==> src/rtl/isl_rec_arbiter.sv <==
// isl_rec_arbiter: two-requester round-robin arbiter that time-shares one gesture recognizer.
// Optional feature: define ISL_CODE_FILTER_EN to drop a repeated code from the same owner
// (it is accepted, but nothing is issued and no result is produced).
// Ports:
//   clk, rst                     clock, synchronous active-high reset
//   reqN_valid/reqN_code/ready   requester handshakes (N = 0, 1)
//   rec_rst, rec_code, rec_sai   shared recognizer reset, code and result
//   res_valid/res_id/res_sai     result to the consumer, held until res_ready
//   busy                         high whenever a transaction is in flight
module isl_rec_arbiter #(
    parameter logic [7:0] IDLE_CODE = 8'h00
) (
    input  logic       clk,
    input  logic       rst,
    input  logic       req0_valid,
    input  logic [7:0] req0_code,
    output logic       req0_ready,
    input  logic       req1_valid,
    input  logic [7:0] req1_code,
    output logic       req1_ready,
    output logic       rec_rst,
    output logic [7:0] rec_code,
    input  logic [3:0] rec_sai,
    output logic       res_valid,
    output logic       res_id,
    output logic [3:0] res_sai,
    input  logic       res_ready,
    output logic       busy
);
    typedef enum logic [2:0] {IDLE, FLUSH, ISSUE, WAIT, RESP} state_t;
    state_t state, state_nx;
    logic       prio, owner, last_owner, has_owner;
    logic [7:0] code_q, grant_code;
    logic       grant1, accept, need_flush, skip;

    always_comb begin
        grant1     = req1_valid & (~req0_valid | prio);
        grant_code = grant1 ? req1_code : req0_code;
        accept     = (state == IDLE) & ~rst & (req0_valid | req1_valid);
        req0_ready = accept & ~grant1;
        req1_ready = accept & grant1;
        // A different requester may have left the recognizer mid-gesture, so it must be cleared.
        need_flush = ~has_owner | (grant1 != last_owner);
`ifdef ISL_CODE_FILTER_EN
        // rec_code always holds last_owner's most recent issued code.
        skip       = has_owner & (grant1 == last_owner) & (grant_code == rec_code);
`else
        skip       = 1'b0;
`endif
    end

    always_comb begin
        state_nx = state;
        unique case (state)
            IDLE:    state_nx = (accept & ~skip) ? (need_flush ? FLUSH : ISSUE) : IDLE;
            FLUSH:   state_nx = ISSUE;
            ISSUE:   state_nx = WAIT;
            WAIT:    state_nx = RESP;
            RESP:    state_nx = res_ready ? IDLE : RESP;
            default: state_nx = IDLE;
        endcase
    end

    assign busy      = state != IDLE;
    assign res_valid = state == RESP;
    assign rec_rst   = rst | (state == FLUSH);

    always_ff @(posedge clk) begin
        if (rst) begin
            state      <= IDLE;
            prio       <= 1'b0;
            owner      <= 1'b0;
            last_owner <= 1'b0;
            has_owner  <= 1'b0;
            code_q     <= 8'h00;
            rec_code   <= IDLE_CODE;
            res_id     <= 1'b0;
            res_sai    <= 4'b0000;
        end else begin
            state <= state_nx;
            if (accept) begin
                prio   <= ~grant1;
                owner  <= grant1;
                code_q <= grant_code;
            end
            // Without a flush the code goes straight from the requester on the accepting edge.
            if (state_nx == ISSUE)
                rec_code <= (state == IDLE) ? grant_code : code_q;
            if (state == WAIT) begin
                res_sai    <= rec_sai;
                res_id     <= owner;
                last_owner <= owner;
                has_owner  <= 1'b1;
            end
        end
    end
endmodule

==> config.mk <==
export PLATFORM = sky130hd
export DESIGN_NAME = isl_rec_arbiter
export DESIGN_NICKNAME = d
export VERILOG_FILES = /design/src/rtl/isl_rec_arbiter.sv
export SDC_FILE = /design/constraint.sdc
export NUM_CORES = 1
export LEC_CHECK = 0
export CAP_MARGIN = 20
export CORE_MARGIN = 4
export CORE_UTILIZATION = 45
export CTS_BUF_LIST = sky130_fd_sc_hd__clkbuf_4 sky130_fd_sc_hd__clkbuf_8
export CTS_CLUSTER_DIAMETER = 120
export CTS_CLUSTER_SIZE = 40
export DETAILED_ROUTE_END_ITERATION = 6
export GPL_TIMING_DRIVEN = 0
export PLACE_DENSITY = 0.74
export SLEW_MARGIN = 30
export SYNTH_ARGS = -nofsm -noshare
export SYNTH_HDL_FRONTEND = slang
export SYNTH_SLANG_ARGS = --single-unit
==> constraint.sdc <==
create_clock -name clk -period 2 [get_ports clk]
set_input_delay 0.4 -clock clk [delete_from_list [all_inputs] [get_ports clk]]
set_output_delay 0.4 -clock clk [all_outputs]
set_load 0.02 [all_outputs]
Yosys cells after proc, flatten, opt, wreduce, memory -nomap -nowiden
Cells that the tools add are included.
{"block": "op_classes", "bitwise_logic": 13, "eq_ne": 6, "n_reduce_logical": 2, "muxes": 6}
{"op": "8-bit two-way mux", "n": 2}
{"op": "3-bit case mux with 5 select lines", "n": 1}
{"op": "3-bit by 2-bit == test with 1-bit output, second input constant", "n": 3}
{"op": "1-bit bitwise AND", "n": 5}
{"op": "2-bit two-way mux", "n": 2}
{"op": "1-bit NOT", "n": 4}
{"op": "1-bit bitwise OR", "n": 4}
{"op": "3-bit by 1-bit == test with 1-bit output, second input constant", "n": 1}
{"op": "3-bit == test, second input constant", "n": 1}
{"op": "3-bit logical NOT", "n": 1}
{"op": "3-bit two-way mux", "n": 1}
{"op": "3-bit nonzero test", "n": 1}
{"op": "1-bit inequality test", "n": 1}
{"block": "word_totals", "reg_bits": 27}

Logic depth before layout (Yosys ltp)
{"block": "logic_depth", "word_depth": 9, "depth_mapped": 6, "depth_no_buf": 5}

Worst setup path after synthesis
OpenSTA, ideal clock, no wires.
{"block": "synth_timing", "kind": "in2out", "from": "input port req1_valid", "to": "output port req1_ready", "path_stages": 3, "slack_ns": 0.359, "n_path_buf": 1, "arrival_ns": 1.241, "required_ns": 1.600, "path_cell_list": "inv_2 -> clkdlybuf4s18_2 -> nor3_1"}
{"block": "synth_between", "elab_chain_len": 3, "elab_cells_between_ends": 4, "classes_between": "4 x bitwise"}
{"element": "from (decl)", "line": "18", "text": "input logic req1_valid,"}
{"element": "1-bit bitwise OR", "line": "39", "text": "accept = (state == IDLE) & ~rst & (req0_valid | req1_valid);"}
{"element": "1-bit bitwise AND", "line": "39"}
{"element": "1-bit bitwise AND (*)", "line": "41", "text": "req1_ready = accept & grant1;"}
{"element": "to (decl)", "line": "20", "text": "output logic req1_ready,"}
Every way passes the cells marked *; elsewhere a longest branch is shown, timed or not.

Worst setup path in the final report
{"block": "layout_timing", "from": "register state[1]", "to": "output port req1_ready"}
{"block": "layout_between", "elab_chain_len": 4}
{"element": "from (decl)", "line": "31", "text": "state_t state, state_nx;"}
{"element": "from (signal assigned)", "line": "80", "text": "state <= state_nx;"}
{"element": "3-bit logical NOT", "line": "39"}
{"element": "1-bit bitwise AND (2 in a row)", "line": "39"}
{"element": "1-bit bitwise AND", "line": "41"}
Every way passes these cells.

==> tab_implementation.tex <==
\begin{tabular}{lr}
\hline
Metric & Value \\
\hline
\multicolumn{2}{l}{\textbf{Floorplan}} \\
Number of top-level pins & 43 \\
Die X-Extent & 62.80 microns \\
Row count & 19 \\
Die area & between 3000 and 4000 sq um \\
CORE AREA & 2805 sq um \\
Initial standard-cell utilization of the core & 0.4817 \\
Die H & 62.80 microns \\
\multicolumn{2}{l}{\textbf{Setup path}} \\
CP most frequent cell & buf\_6 \\
Required time at the endpoint of the critical path & 1.60 ns \\
Data arrival, critical path & 1.52 ns \\
Critical Path Max Stage Delay & 0.34 ns \\
Worst-path maximum fanout & 6 \\
Critical Path Source Type & register \\
Kind of capture point of the worst setup path & output pin \\
Worst-path cell with the longest stage delay & dfxtp\_2 \\
CP Class & reg2out \\
Cell-by-cell listing of the critical path & buf\_6 -> nor2\_4 -> nand3b\_1 -> nor3\_4 -> buf\_6 \\
\multicolumn{2}{l}{\textbf{Detailed routing}} \\
Iteration count of the initial detailed-routing pass & 4 \\
Iter 0 DRT Violations & 86 \\
Vias per cell & $\sim$5.8 \\
Remaining DRCs & 0 \\
Count of antenna-violating nets left after detailed routing & 0 \\
Via total after detailed routing & 1318 \\
Total routed wirelength & 3622 microns \\
WL/cell & 15.89 microns \\
\multicolumn{2}{l}{\textbf{STA}} \\
Setup repair after global routing missed its margin & true \\
Shortest clock period the worst path allows after layout & 1.923 ns \\
Largest clock skew in the final design & 0.003639 ns \\
Final clock period utilization by the worst path & 0.9614 \\
Final setup violation count & 0 \\
Final slew viol count & 0 \\
Hold slack final & 0.4664 ns \\
Max-Slew Margin vs Limit & 0.6366 \\
Final Hold Fails & 0 \\
Highest Clock Rate & 0.5201 GHz \\
Transition time at the pin with the least slew margin & between 0.5 and 0.6 ns \\
\multicolumn{2}{l}{\textbf{Run status}} \\
Run status & complete, no violations \\
\multicolumn{2}{l}{\textbf{Synthesis}} \\
Area of the mapped netlist & 1351 sq um \\
Mapped Avg Cell Area & between 9 and 10 sq um \\
Yosys warnings & 0 \\
Seq cells post-synth & 27 \\
Proportion of synthesized chip area in sequential cells & 0.4000 \\
Most instantiated flip-flop cell in the synthesis netlist & dfxtp\_1 \\
Post-Synthesis Cells & between 100 and 150 \\
Main area contributors after synthesis & dfxtp\_1, mux2i\_1, nor2\_1 \\
Number of distinct library cell variants in the gate-level netlist after synthesis & 36 \\
Cell taking the most area after synthesis & dfxtp\_1 \\
Proportion of synthesized flip-flops having asynchronous set or reset & 0 \\
Nets in the synthesized netlist & 174 \\
Top-area cell type share of the netlist area & 0.4000 \\
EDFF count, synth & 0 \\
\multicolumn{2}{l}{\textbf{Layout}} \\
Share of post-route cells with drive strength above 1 & 0.2030 \\
Finished Core Util & 0.6726 \\
Diode insertion count for antenna repair & 0 \\
Layout fillers & 245 \\
Synthesis-to-layout area growth & 39.63\% \\
Nets & around 220 \\
\multicolumn{2}{l}{\textbf{Global route}} \\
Initial antenna violation count & 0 \\
Vias in the first global route & between 1000 and 1500 \\
Final global-route overflow total & 0 \\
Overall routing resource usage & 0.1989 \\
Maximum number of pins on one net before global-route repair & 19 \\
Global-route wire length before repair & $\sim$6300 microns \\
\multicolumn{2}{l}{\textbf{Clock network}} \\
Clock insertion delay at the later pin of the skew report & around 0.32 ns \\
Buffer type at the clock tree root & clkbuf\_4 \\
Count of hold-fix buffers inserted at cts & 0 \\
Number of buffers created by CTS & 3 \\
Clock-pin slew of the registers on the worst-case setup and hold paths & 0.14 ns \\
Clock tree from TritonCTS & done \\
Clk sinks & 27 \\
Maximum level of the CTS H-tree & 1 \\
Maximum buffer depth of the clock tree & 2 \\
\multicolumn{2}{l}{\textbf{Power}} \\
Part of the power in combinational logic & 0.387 \\
Pwr per Cell Area & between 700 and 800 nW/um\^{}2 \\
Total design power & roughly 0.0015 W \\
Standby leakage power & 0.8496 nW \\
Max IR drop VDD & 0.4503 mV \\
Switch share & 0.3318 \\
Switching Power & 0.0004835 W \\
Clock network fraction of total power & 0.169 \\
Cell internal power dissipation & 0.0009738 W \\
Reg power frac & 0.444 \\
\multicolumn{2}{l}{\textbf{Placed design}} \\
Final HPWL DP & roughly 2600 microns \\
Port bufs & 42 \\
RD Place Congestion & 0.8803 \\
\multicolumn{2}{l}{\textbf{Worst hold path}} \\
Type of the tightest min-delay check & in2reg \\
\multicolumn{2}{l}{\textbf{Flow run}} \\
Max Cap Violations & 0 \\
\hline
\end{tabular}
-- cells by family (layout without fill, tap and decap cells) --
logic type      after synthesis  after routing  synth area share
simple gates                 50             50            0.1861
compound gates               43             43            0.2398
flops                        27             27            0.4000
buf+inv                      15             63           0.07129
mux                          13             13           0.09629
xor+xnor                      1              1          0.006483
-- cell type report --
cell class / instances / area, sq um / share of cell area
plain buffers: 9 / 68.82 / 0.03647
clock buffers: 4 / 30.03 / 0.01592
repair buffers: 46 / 447.9 / 0.2374
flip-flops and latches: 27 / 544.3 / 0.2885
multi-input cells: 107 / 742.0 / 0.3932
inverters: 4 / 15.01 / 0.007958
well taps: 31 / 38.79 / 0.02056
-- worst max-delay path: cells and delay by family, from the launching register on --
family	cells	cell delay (ns)
simple gates	3	0.58
buf+inv	2	0.28
flops	1	0.34
-- layer usage --
layer  vias to the layer above  global-route usage  routed length (microns)
met5                         -                   0                        0
met4                         0             0.06887                       31
met3                         4             0.03957                      207
met2                        42              0.3449                     1824
met1                       637              0.2437                     1558
li1                        635                   -                        -
-- cells in the final DEF (no fill, tap or decap), drive strengths merged --
master,instances
nor2b,1
nor3b,1
or2b,1
mux2i,13
or2,1
a31o,3
clkbuf,6
inv,4
dlygate4sd2,4
a21o,7
dlymetal6s2s,1
a31oi,1
o21a,1
or3,1
o21ai,9
and2,1
clkdlybuf4s15,1
nor3,3
nor2,20
nand2b,1
a41oi,2
nand3,8
dfxtp,27
a311o,8
buf,12
and3b,1
dlygate4sd1,1
nand2,9
xnor2,1
a21oi,12
nand3b,2
clkdlybuf4s50,34
-- Yosys cell counts (2+ instances only) --
master / n
a21oi_1: 12
a311o_1: 3
a31o_2: 3
inv_1: 3
mux2i_1: 13
a21o_1: 7
a311o_2: 5
o21ai_0: 8
dfxtp_1: 27
buf_6: 3
buf_2: 2
nor3_1: 2
nand2_1: 9
clkbuf_1: 3
nand3b_1: 2
nand3_1: 8
nor2_1: 20
-- power by group through the flow --
stage          clock, W  sequential, W  combinational, W
2_1_floorplan         0       0.000680          0.000317
3_3_place_gp          0       0.000647          0.000535
3_5_place_dp          0       0.000650          0.000549
4_1_cts        0.000257       0.000638          0.000567
5_1_grt        0.000280       0.000658          0.000612
6_report       0.000246       0.000648          0.000563
-- per-stage QoR --
stage	instance area (sq um)	setup TNS [ns]	worst slack (ns)	cells
global placement	1810	-3.902	-0.6289	222
finish	1887	0	0.07723	228
CTS	1874	0	0.02556	229
global route	1887	-0.01320	-0.01320	228
floorplan	1351	0	0.3587	149
detailed placement	1810	-4.738	-0.6309	222
-- timing repair --
action,in CTS,in global routing
hold endpoints to repair,0,0
pin swaps,1,4
endpoints found under the setup margin,5,2
gates resized for setup,24,8
buffers inserted,4,0
-- worst paths after layout --
check | start | to | slack, ns | depth (start not counted)
worst max-delay path | state[1]$_SDFF_PP0_ | req1_ready | 0.08 | 5
worst min-delay path | rst | code_q[0]$_SDFFE_PP0N_ | 0.47 | 3
worst max register to register | state[0]$_SDFF_PP0_ | code_q[3]$_SDFFE_PP0N_ | 0.30 | 6
worst min register to register | owner$_SDFFE_PP0N_ | owner$_SDFFE_PP0N_ | 0.47 | 1
-- flip-flops by register name, indices dropped and copies added, names as in the netlist --
register,cells
rec_code,8
has_owner,1
last_owner,1
prio,1
code_q,8
owner,1
state,3
res_sai,4
Power figures use the tool's default switching activity.
==> RTL edit 1, RTL diff (same settings) <==
The 5 states of `state_t` get a Gray code encoding in 3 bits.
--- a/src/rtl/isl_rec_arbiter.sv
+++ b/src/rtl/isl_rec_arbiter.sv
@@ -28,5 +28,5 @@
     output logic       busy
 );
-    typedef enum logic [2:0] {IDLE, FLUSH, ISSUE, WAIT, RESP} state_t;
+    typedef enum logic [2:0] {IDLE = 3'b000, FLUSH = 3'b001, ISSUE = 3'b011, WAIT = 3'b010, RESP = 3'b110} state_t;
     state_t state, state_nx;
     logic       prio, owner, last_owner, has_owner;
Behaviour: no difference found for any inputs over 10 cycles, from zero or initial values and one cycle with rst high; not proved beyond that.
==> RTL edit 1 against the unedited design <==
The run now ends with negative setup slack left. Sequential cell count unchanged. Wire length grew 4.1%. Critical path depth is the same. Design area is essentially flat. Worst hold slack improved by 0.0088 ns. Worst setup slack got worse by 0.12 ns. Sequential power fell by 0.8%. Power decreased by 2.0%. Register-to-register slack worse by 0.15 ns. Final cell count up 2.2%. Non-clock buffer count up 8. Core utilization up 1.7 points. Area after synthesis is 5.4% lower. Largest cell class unchanged. Highest routed layer unchanged.
==> RTL edit 1: results (changes against the unedited design) <==
* GRT Overall Usage at 0.207 (was 0.199)
* Worst Max-Slew Pin Slew at 0.630 ns (was 0.543 ns)
* Largest net degree at the start of global routing at 17 (was 19)
* Largest registers: code_q (8), rec_code (8), res_sai (4) (unchanged)
* Area fraction in compound gates after synthesis at 0.238 (was 0.240)
* Syn nets at 172 (was 174)
* Reg2reg end: rec_code[7] (was code_q[3])
* Setup crit end: req0_ready (was req1_ready)
* Post-detail-place hpwl at 2650 um (was 2640 um)
* M1 WL at 1520 um (was 1560 um)
* Met3 WL at 266 um (was 207 um)
* Setup slack at placement at -1.27 ns (was -0.631 ns)
* WHS Path Cells at 2 (was 3)
* Clock skew at 0.0115 ns (was 0.00364 ns)
* Slowest CP cell: or3_4 (was dfxtp_2)
* CTS clk-pin slew, worst paths at 0.16 ns (was 0.14 ns)
* Setup TNS at -0.0390 ns (was 0 ns)
* Leak at 0.000746 uW (was 0.000850 uW)
* Placer congestion estimate at 0.832 (was 0.880)
* Area after DPL at 0.00175 mm2 (was 0.00181 mm2)
* Worst Slack Setup Final at -0.0390 ns (was 0.0772 ns)
* Hold Path End: rec_code[1] (was code_q[0])
* CTS Buf Count at 3 (unchanged)
* Iteration count of the initial detailed-routing pass at 6 (was 4)
* Final setup fails at 1 (was 0)
* Critical Path Fanout Max at 4 (was 6)
* P&R area growth vs syn at 47.5% (was 39.6%)
* CTS root buffer: clkbuf_4 (unchanged)
* R2R depth at 5 (was 6)
* Critical path's largest stage delay at 0.40 ns (was 0.34 ns)
* Avg WL per Cell at 16.2 um (was 15.9 um)
* Grt met2 use at 0.355 (was 0.345)
* Reg-to-Reg Start: prio (was state[0])
* Outcome: complete, but fails checks (was finished, final reports clean)
* First-pass GRT wire length at 5820 um (was 6350 um)
* DRT iter0 DRCs at 62 (was 86)
* Met1 usage at 0.245 (was 0.244)
* DP Cell Count at 219 (was 222)
* P_int at 945 uW (was 974 uW)
* Final nets at 228 (was 223)
* Leading post-synthesis cells by cell area: dfxtp_1 42%, mux2i_1 10%, a31o_1 5.5%, o21ai_0 5.5%, nor2_1 5.0% (was dfxtp_1 40%, mux2i_1 9.6%, nor2_1 5.6%, a21oi_1 4.4%, a311o_2 4.2%)
* Met3 usage at 0.0524 (was 0.0396)
* Ratio of cells with drive above 1 in the final layout at 0.188 (was 0.203)
* Arrival @ worst endpoint at 1.64 ns (was 1.52 ns)
* Met2 routed WL at 1910 um (was 1820 um)
* Via/cell ratio at 5.79 (was 5.78)
* Mux contribution to synthesized area at 0.102 (was 0.0963)
* Worst Min Path Start: rec_code[1] (was rst)
* Syn Inst Count at 147 (was 149)
* Number of buffers added on ports at 41 (was 42)
* Vias in the first global route at 1329 (was 1369)
* Hold WS at 0.475 ns (was 0.466 ns)
* Violated checks: negative setup slack
* XOR/XNOR share of the synthesized area at 0 (was 0.00648)
* Post-CTS resize count at 30 (was 24)
* Worst Hold Class: reg2reg (was in2reg)
-- RTL edit 1: worst register-to-register path: cells and delay by family (launching register included) --
| family | cells | cell delay, ns |
|---|---|---|
| simple gates | 1 | 0.14 |
| compound gates | 2 | 0.76 |
| buf+inv | 1 | 0.25 |
| flops | 1 | 0.36 |
| mux | 1 | 0.27 |
-- RTL edit 1: power groups by stage --
stage	clock (uW)	combinational, uW	sequential [uW]
after detailed placement	0	478	654
after floorplan	0	258	683
after CTS	249	523	642
final	246	540	643
after global routing	267	580	651
after global placement	0	468	649
-- RTL edit 1: area by class of cell --
| cell class | count | area share |
|---|---|---|
| timing repair buffer | 54 | 0.266 |
| sequential | 27 | 0.291 |
| tap | 31 | 0.0206 |
| inverter | 4 | 0.00796 |
| buffer | 9 | 0.0252 |
| multi-input combinational | 104 | 0.373 |
| clock inverter | 1 | 0.00398 |
| clock buffer | 3 | 0.0119 |
==> RTL edit 2, RTL diff (config.mk and constraints unchanged) <==
Without the edit above. Add a define of `ISL_CODE_FILTER_EN`.
--- a/src/rtl/isl_rec_arbiter.sv
+++ b/src/rtl/isl_rec_arbiter.sv
@@ -8,4 +8,6 @@
 //   res_valid/res_id/res_sai     result to the consumer, held until res_ready
 //   busy                         high whenever a transaction is in flight
+`define ISL_CODE_FILTER_EN
+
 module isl_rec_arbiter #(
     parameter logic [7:0] IDLE_CODE = 8'h00
Function: changed (a bounded check fails within 10 cycles, from zero or initial values and one cycle with rst high).
==> RTL edit 2 against the unedited design <==
Design area grew 15%. Largest cell class unchanged. Sequential cell count is the same. Worst hold slack lost 0.0083 ns. Area after synthesis grew 15%. Power grew 34%. First-iteration DRC count grew 72%. Clock skew grew 0.011 ns. Largest power group is now combinational cells. The flow now finishes with violations (negative setup slack). Worst setup slack lost 0.27 ns. Critical path type is now reg2reg. Wire length grew 23%.
==> RTL edit 2: results (changes against the unedited design) <==
* Outcome: complete, but fails checks (was finished, final reports clean)
* Violated checks: negative setup slack
* Invs w/o clock at 10 (was 4)
* Grt met2 use at 0.311 (was 0.345)
* Yosys cell types at 43 (was 36)
* Worst Slack Setup Final at -0.197 ns (was 0.0772 ns)
* WHS Path Cells at 2 (was 3)
* Clock skew at 0.0149 ns (was 0.00364 ns)
* Syn nets at 221 (was 174)
* Avg WL per Cell at 15.2 um (was 15.9 um)
* R2R depth at 8 (was 6)
* Register area share after synthesis at 0.349 (was 0.400)
* Buffer share of cell area at 0.240 (was 0.274)
* Placer congestion estimate at 0.801 (was 0.880)
* Final setup fails at 9 (was 0)
* Critical Path Fanout Max at 5 (was 6)
* Multi-input gate share of total cell area at 0.447 (was 0.393)
* Via/cell ratio at 5.58 (was 5.78)
* Worst skew pair latency at 0.34 ns (was 0.32 ns)
* DRT iter0 DRCs at 148 (was 86)
* Relative slew slack at 0.363 (was 0.637)
* Syn_area_per_cell at 7.91 um2 (was 9.07 um2)
* Comb_multi_in at 147 (was 107)
* Final-layout clock-cell area share at 0.0144 (was 0.0159)
* First-pass GRT wire length at 6990 um (was 6350 um)
* Leak at 0.000849 uW (was 0.000850 uW)
* Top Family by Delay on Critical Path: compound AO/OA/AOI/OAI gates (was simple AND/OR/NAND/NOR gates)
==> RTL edit 2: report_power, final <==
group          total (uW)  leakage (uW)  internal [uW]  switching, uW
Sequential            780      0.000224            660            120
Combinational         910      0.000607            398            512
Clock                 259     0.0000183           81.7            177
Total                1950      0.000849           1140            809
==> RTL edit 2: worst max-delay path by stage <==
stage / from / endpoint / depth (start not counted)
6_report: prio / state[1] / 8
5_1_grt: prio / state[1] / 8
4_1_cts: prio / state[1] / 8
3_5_place_dp: req1_valid / state[1] / 10
3_3_place_gp: req1_valid / state[1] / 10
2_1_floorplan: req0_valid / state[1] / 8
==> RTL edit 2: logic make-up (layout without fill, tap and decap cells) <==
group / count (synthesis) / in the layout / synth area share
AOI/OAI and AO/OA: 70 / 70 / 0.296
and+or+nand+nor: 63 / 63 / 0.203
DFF: 27 / 27 / 0.349
buffers and inverters: 22 / 73 / 0.0646
muxes: 10 / 10 / 0.0646
xor gates and xnor gates: 4 / 4 / 0.0226
